$ cat config.mk
export PLATFORM = sky130hd
export DESIGN_NAME = d_phy_scnn
export DESIGN_NICKNAME = d
export VERILOG_FILES = /design/src/rtl/d_phy_scnn_pkg.sv /design/src/rtl/d_phy_lp_deglitch.sv /design/src/rtl/d_phy_scnn.sv
export SDC_FILE = /design/constraint.sdc
export NUM_CORES = 1
export LEC_CHECK = 0
export CORE_UTILIZATION = 30
export DETAILED_ROUTE_END_ITERATION = 6
export GPL_ROUTABILITY_DRIVEN = 0
export HOLD_SLACK_MARGIN = 0.06
export PLACE_DENSITY = 0.56
export SYNTH_ARGS = -nofsm -noshare
export SYNTH_HDL_FRONTEND = slang
export SYNTH_HIERARCHICAL = 1
export SYNTH_SLANG_ARGS = --single-unit
$ cat constraint.sdc
create_clock -name clk -period 5.3 [get_ports clk]
set_input_delay 1.59 -clock clk [delete_from_list [all_inputs] [get_ports clk]]
set_output_delay 1.59 -clock clk [all_outputs]
set_load 0.03 [all_outputs]
$ cat src/rtl/d_phy_scnn_pkg.sv
// D-PHY clock-lane receiver shared types.
// State encoding, LP line codes and default timing constants.
package d_phy_scnn_pkg;

  typedef enum logic [3:0] {
    OFF,
    INIT,
    STOP,
    HS_RQST,
    HS_PREP,
    HS_CLK,
    HS_END,
    ULPS_RQST,
    ULPS,
    ULPS_EXIT,
    ERR
  } state_t;

  localparam logic [1:0] LP00 = 2'b00;
  localparam logic [1:0] LP01 = 2'b01;
  localparam logic [1:0] LP10 = 2'b10;
  localparam logic [1:0] LP11 = 2'b11;

  localparam int DEF_LP_FILT       = 2;
  localparam int DEF_T_INIT_CYC    = 100;
  localparam int DEF_T_TERM_EN_CYC = 4;
  localparam int DEF_CLK_MISS_CYC  = 8;
  localparam int DEF_T_WAKEUP_CYC  = 1000;

  localparam int CNT_W = 16;

  function automatic logic [CNT_W-1:0] sat_inc(
    input logic [CNT_W-1:0] v
  );
    return (&v) ? v : v + 1'b1;
  endfunction

endpackage

$ cat src/rtl/d_phy_lp_deglitch.sv
// LP line-code filter: a new code is accepted only after it has
// been sampled LP_FILT times in a row.
module d_phy_lp_deglitch
  import d_phy_scnn_pkg::*;
#(
  parameter int LP_FILT = DEF_LP_FILT
) (
  input  logic       clk,
  input  logic       rst,
  input  logic [1:0] lp,
  output logic [1:0] lp_filt
);

  localparam int CW = $clog2(LP_FILT + 1);
  localparam logic [CW-1:0] RUN_MAX = CW'(LP_FILT);

  logic [1:0]    cand;
  logic [CW-1:0] run;
  logic [CW-1:0] run_d;

  always_comb begin
    run_d = CW'(1);
    if (lp == cand)
      run_d = (run >= RUN_MAX) ? run : run + 1'b1;
  end

  always_ff @(posedge clk) begin
    if (rst) begin
      cand    <= LP11;
      run     <= '0;
      lp_filt <= LP11;
    end else begin
      cand <= lp;
      run  <= run_d;
      if (run_d >= RUN_MAX)
        lp_filt <= lp;
    end
  end

endmodule

$ cat src/rtl/d_phy_scnn.sv
// D-PHY clock-lane receiver control: LP sequencing, HS clock
// detection, ULPS handling and PPI status outputs.
module d_phy_scnn
  import d_phy_scnn_pkg::*;
#(
  parameter int LP_FILT       = DEF_LP_FILT,
  parameter int T_INIT_CYC    = DEF_T_INIT_CYC,
  parameter int T_TERM_EN_CYC = DEF_T_TERM_EN_CYC,
  parameter int CLK_MISS_CYC  = DEF_CLK_MISS_CYC,
  parameter int T_WAKEUP_CYC  = DEF_T_WAKEUP_CYC
) (
  input  logic       clk,
  input  logic       rst,
  input  logic       enable,
  input  logic [1:0] lp,
  input  logic       hs_clk_toggle,
  output logic       stopstate,
  output logic       rx_clk_active_hs,
  output logic       rx_ulps_clk_not,
  output logic       ulps_active_not,
  output logic       hs_term_en,
  output logic       err_control
);

  localparam logic [CNT_W-1:0] T_INIT = CNT_W'(T_INIT_CYC);
  localparam logic [CNT_W-1:0] T_TERM = CNT_W'(T_TERM_EN_CYC);
  localparam logic [CNT_W-1:0] T_MISS = CNT_W'(CLK_MISS_CYC);
  localparam logic [CNT_W-1:0] T_WAKE = CNT_W'(T_WAKEUP_CYC);

  state_t           state;
  state_t           state_d;
  logic [1:0]       lp_filt;
  logic [CNT_W-1:0] cnt;
  logic [CNT_W-1:0] cnt_d;
  logic [CNT_W-1:0] miss;
  logic [CNT_W-1:0] miss_d;
  logic             term_ok;

  d_phy_lp_deglitch #(
    .LP_FILT (LP_FILT)
  ) u_deglitch (
    .clk     (clk),
    .rst     (rst),
    .lp      (lp),
    .lp_filt (lp_filt)
  );

  assign term_ok = (state == HS_PREP) && (cnt >= T_TERM);

  always_ff @(posedge clk) begin
    if (rst) begin
      state <= OFF;
      cnt   <= '0;
      miss  <= '0;
    end else begin
      state <= state_d;
      cnt   <= cnt_d;
      miss  <= miss_d;
    end
  end

  always_comb begin
    miss_d = '0;
    if (!hs_clk_toggle)
      miss_d = (miss >= T_MISS) ? miss : miss + 1'b1;
  end

  always_comb begin
    state_d = state;
    case (state)
      OFF: state_d = INIT;
      INIT:
        if (lp_filt == LP11 && sat_inc(cnt) >= T_INIT)
          state_d = STOP;
      STOP:
        case (lp_filt)
          LP01:    state_d = HS_RQST;
          LP10:    state_d = ULPS_RQST;
          LP00:    state_d = ERR;
          default: state_d = STOP;
        endcase
      HS_RQST:
        case (lp_filt)
          LP00:    state_d = HS_PREP;
          LP11:    state_d = STOP;
          LP10:    state_d = ERR;
          default: state_d = HS_RQST;
        endcase
      HS_PREP:
        if (lp_filt == LP11)
          state_d = STOP;
        else if (hs_clk_toggle && term_ok)
          state_d = HS_CLK;
      // LP11 takes priority over clock activity
      HS_CLK:
        if (lp_filt == LP11)
          state_d = STOP;
        else if (miss_d >= T_MISS)
          state_d = HS_END;
      HS_END:
        if (lp_filt == LP11)
          state_d = STOP;
        else if (hs_clk_toggle)
          state_d = HS_CLK;
      ULPS_RQST:
        case (lp_filt)
          LP00:    state_d = ULPS;
          LP11:    state_d = STOP;
          LP01:    state_d = ERR;
          default: state_d = ULPS_RQST;
        endcase
      ULPS:
        case (lp_filt)
          LP10:    state_d = ULPS_EXIT;
          LP01:    state_d = ERR;
          LP11:    state_d = ERR;
          default: state_d = ULPS;
        endcase
      ULPS_EXIT:
        if (lp_filt == LP11)
          state_d = (cnt >= T_WAKE) ? STOP : ERR;
      ERR:
        if (lp_filt == LP11)
          state_d = STOP;
      default: state_d = OFF;
    endcase
    if (!enable)
      state_d = OFF;
  end

  // The Mark-1 cycle that triggers the ULPS exit counts toward wakeup.
  always_comb begin
    cnt_d = '0;
    if (state_d != state) begin
      if (state_d == ULPS_EXIT)
        cnt_d = CNT_W'(1);
    end else begin
      case (state)
        INIT:
          cnt_d = (lp_filt == LP11) ? sat_inc(cnt) : '0;
        HS_PREP,
        ERR:
          cnt_d = sat_inc(cnt);
        ULPS_EXIT:
          cnt_d = (lp_filt == LP10) ? sat_inc(cnt) : cnt;
        default:
          cnt_d = '0;
      endcase
    end
  end

  always_comb begin
    stopstate        = (state == STOP);
    rx_clk_active_hs = (state == HS_CLK);
    rx_ulps_clk_not  = (state != ULPS);
    ulps_active_not  = !((state == ULPS) || (state == ULPS_EXIT));
    hs_term_en       = (state == HS_CLK) || (state == HS_END) || term_ok;
    err_control      = (state == ERR) && (cnt == '0);
  end

endmodule

==> reports/qor.tcl <==
set qor(worst_setup_path_start_kind) {input pin}
set qor(final-max-slew-violation-count) 0
set qor(maximum_number_of_pins_on_one_net_before_global_route_repair) 21
set qor(data_required_time_of_the_worst_path_ns) 5.52
set qor(tightestPinTransition_ns) 0.954
set qor(synth_edf_count) 0
set qor(drive_above_1_share_pct) 9.86
set qor(gr-usage-met1_pct) 18.7
set qor(per_cell_via_count_in_the_routed_design) 5.59
set qor(finalPower_uw) 654
set qor(synthArstFlopShare_pct) 0
set qor(setup.reg_to_reg.worst_slack_ns) 1.71
set qor(insertedDiodeCount) 0
set qor(hold_start) {miss[14]}
set qor(ctsResizeCount) 0
set qor(cells_along_the_critical_path) {clkdlybuf4s50_1 -> o21ai_0 -> mux2_2 -> a222oi_1 -> a21oi_1 -> xnor2_1 -> or3_4 -> or4_1 -> a31oi_1}
set qor(layout-area-overhead-vs-synth_pct) 9.41
set qor(hpwlAfterDp_um) 4710
set qor(cpMaxStageDelayCell) {clkdlybuf4s50_1}
set qor(cts_buffer_depth) 2
set qor(drt-pass1-iter-count) 5
set qor(maxCapViolCount) 0
set qor(rsz0062_at_grt) {false}
set qor(worst_r2r_startpoint) {cnt[0]}
set qor(number_of_primary_i_o_pins) 12
set qor(detail_route.wirelength_um) 6580
set qor(synthCells) 346
set qor(grt_pass1_wl_um) 11100
set qor(drt.antenna.violating_nets) 0
set qor(yosysSeqAreaShare_pct) 30.1
set qor(drt_iter0_markers) 112
set qor(floorplan.core_area_um2) 8850
set qor(peakVddDrop_uv) 103
set qor(synth_seq_cells) 42
set qor(setup_viol) 0
set qor(clockRootBuffer) {clkbuf_8}
set qor(hp-class) {reg -> reg}
set qor(rr_worst_depth) 9
set qor(cts_h_tree_depth) 2
set qor(synthDominantAreaCellType) {dfxtp_1}
set qor(run_status) {finished clean}
set qor(worst_skew_pair.late_latency_ns) 0.30
set qor(grt_pass1_vias) 2294
set qor(fin_worst_skew_ns) 0.00732
set qor(final_period_minus_worst_setup_slack_ns) 4.08
set qor(arr_time_crit_path_ns) 4.30
set qor(initial_core_utilization_pct) 31.5
set qor(avg_synthesized_cell_area_um2) 8.07
set qor(sequential_cell_area_in_the_final_layout_um2) 841
set qor(clk_transition_reported_paths_ns) 0.08
set qor(port-buffer-count) 11
set qor(hold_viol) 0
set qor(max_slew_margin_pct) 36.4
set qor(top_fanout_value_on_the_critical_path) 8
set qor(multiInputGateArea_um2) 1800
set qor(fill_cells) 929
set qor(design.die.area_um2) 9690
set qor(yosys.cell_types.count) 60
set qor(vias) 2533
set qor(post_syn_nets) 364
set qor(pwr_density_cell_nw_per_um2) 214
set qor(clock_tree_from_tritoncts) {built}
set qor(worst_setup_path_endpoint) {cnt[0]}
set qor(antenna_found_initial) 0
set qor(timing.rr.end) {cnt[0]}
set qor(route.detailed.drc) 0
set qor(numClockSinks) 42
set qor(top_usage_layer) {met2}
set qor(totalNegativeSetupSlack_ns) 0
set qor(timing.fmax_ghz) 0.245
set qor(worst_setup_path_end_kind) {flop}
set qor(synth_top_area_share_pct) 30.1
set qor(wl_per_cell_um) 14.5
set qor(use_met2_pct) 23.3
set qor(layout.nets) 362
set qor(global_route.usage.met3_pct) 2.84
set qor(critical_path_class) {in -> reg}
set qor(grt_use_total_pct) 14.0
set qor(grt_remaining_overflow) 0
set qor(cp_max_stage_delay_ns) 0.62
set qor(post_synth_main_area_contributors) {dfxtp_1 30%, ha_1 5.4%, nand2_1 4.3%}
set qor(die-width_um) 98.5
set qor(cts_post_setup_buffers_inserted) 0
set qor(synth-warning-count) 6
set qor(tritoncts.num_buffers) 5
set qor(yosys_most_used_dff) {dfxtp_1}
set qor(post_synth_instance_area_um2) 2790
set qor(number_of_placement_rows) 34
set qor(fp.dieH_um) 98.5
set qor(setup.worst_path.start) {hs_clk_toggle}
set qor(p_leak_nw) 1.06
set qor(hold_buffers) 0
set qor(post-route-period-util_pct) 77.1
==> area by class of cell <==
type,instances,share of cell area (%)
clock inverter,2,1.23
sequential,42,27.5
tap,108,4.42
multi-input combinational,269,58.9
inverter,14,1.72
timing repair buffer,12,3.85
clock buffer,6,2.38
==> cell families after synthesis <==
kind of cell    synth area share (%)
compound gates                  17.3
xor+xnor                        3.45
flops                           30.1
simple gates                    34.2
buf+inv                         5.47
mux                             4.17
fa+ha+maj                       5.38
==> state kept, by name (all words and copies together) (netlist names) <==
register,count
miss,16
cnt,16
u_deglitch/run,2
state,4
u_deglitch/cand,2
u_deglitch/lp_filt,2
==> report_power, final <==
| group | internal [mW] | total, mW | switching [mW] |
|---|---|---|---|
| Clock | 0.141 | 0.259 | 0.119 |
| Combinational | 0.0256 | 0.0679 | 0.0423 |
| Sequential | 0.320 | 0.327 | 0.00679 |
| Total | 0.486 | 0.654 | 0.168 |
==> metrics by stage <==
stage               instance area (um^2)  hold WS [ns]  utilization (%)  instances  setup WS, ns
finish                              3050         0.460             34.5        453          1.22
detailed placement                  2940         0.439             33.3        445         0.911
CTS                                 3050         0.461             34.5        453          1.23
floorplan                           2790         0.420                -        346          1.72
global route                        3050         0.469             34.5        453          1.05
global placement                    2940         0.434             33.3        445         0.959
==> worst min-delay path by stage <==
stage,end,slack (ns),cells past startpoint
after floorplan,miss[11],0.42,1
after global placement,miss[4],0.43,1
after detailed placement,miss[9],0.44,1
after CTS,miss[14],0.46,1
after global routing,miss[14],0.47,1
final,miss[14],0.46,1
==> cells in the final DEF (no fill, tap or decap), types with 5 or more instances in the layout <==
| cell type | instances |
|---|---|
| nor3_2 | 6 |
| or4_1 | 6 |
| a21oi_1 | 18 |
| clkdlybuf4s50_1 | 11 |
| nor2_1 | 28 |
| and3_1 | 5 |
| and2_1 | 14 |
| nand2_1 | 32 |
| or3_1 | 5 |
| o21ai_0 | 12 |
| nor3_1 | 16 |
| dfxtp_1 | 42 |
| nor4_1 | 10 |
| xor2_1 | 6 |
| nand3_1 | 16 |
| inv_1 | 14 |
| mux2i_1 | 6 |
| mux2_2 | 5 |
| nand2b_1 | 6 |
| xnor2_1 | 5 |
| ha_1 | 12 |
| a31oi_1 | 6 |
| clkbuf_8 | 5 |
==> routing by layer <==
| layer | vias to the layer above | share of wire, % |
|---|---|---|
| li1 | 1253 | - |
| met1 | 1212 | 48 |
| met2 | 59 | 47 |
| met3 | 9 | 4.6 |
| met4 | 0 | 1.0 |
| met5 | - | 0 |
==> worst max-delay path: cells and delay by family <==
kind,cells,cell delay (ns)
AO/OA/AOI/OAI,4,0.85
XOR/XNOR,1,0.15
buffers and inverters,1,0.62
multiplexers,1,0.28
AND/OR/NAND/NOR,2,0.81
==> cells in the mapped netlist, types with 3 or more instances <==
library cell,n
xor2_1,6
nand2_1,32
inv_1,14
a31oi_1,6
nor4_2,3
nor3_1,16
or4_1,6
o21ai_0,12
and3_1,5
xnor2_1,5
dfxtp_1,42
nor2_1,28
buf_2,8
and2_1,14
clkbuf_1,11
a21oi_1,18
mux2_2,5
a311oi_1,3
nand3_1,16
nand4_1,3
a211oi_1,4
or2_1,3
or3_1,5
ha_1,12
nand2b_1,6
nor4_1,10
nor3_2,6
nor2b_1,3
mux2i_1,6
No activity file was read; power rests on OpenSTA's default activity.
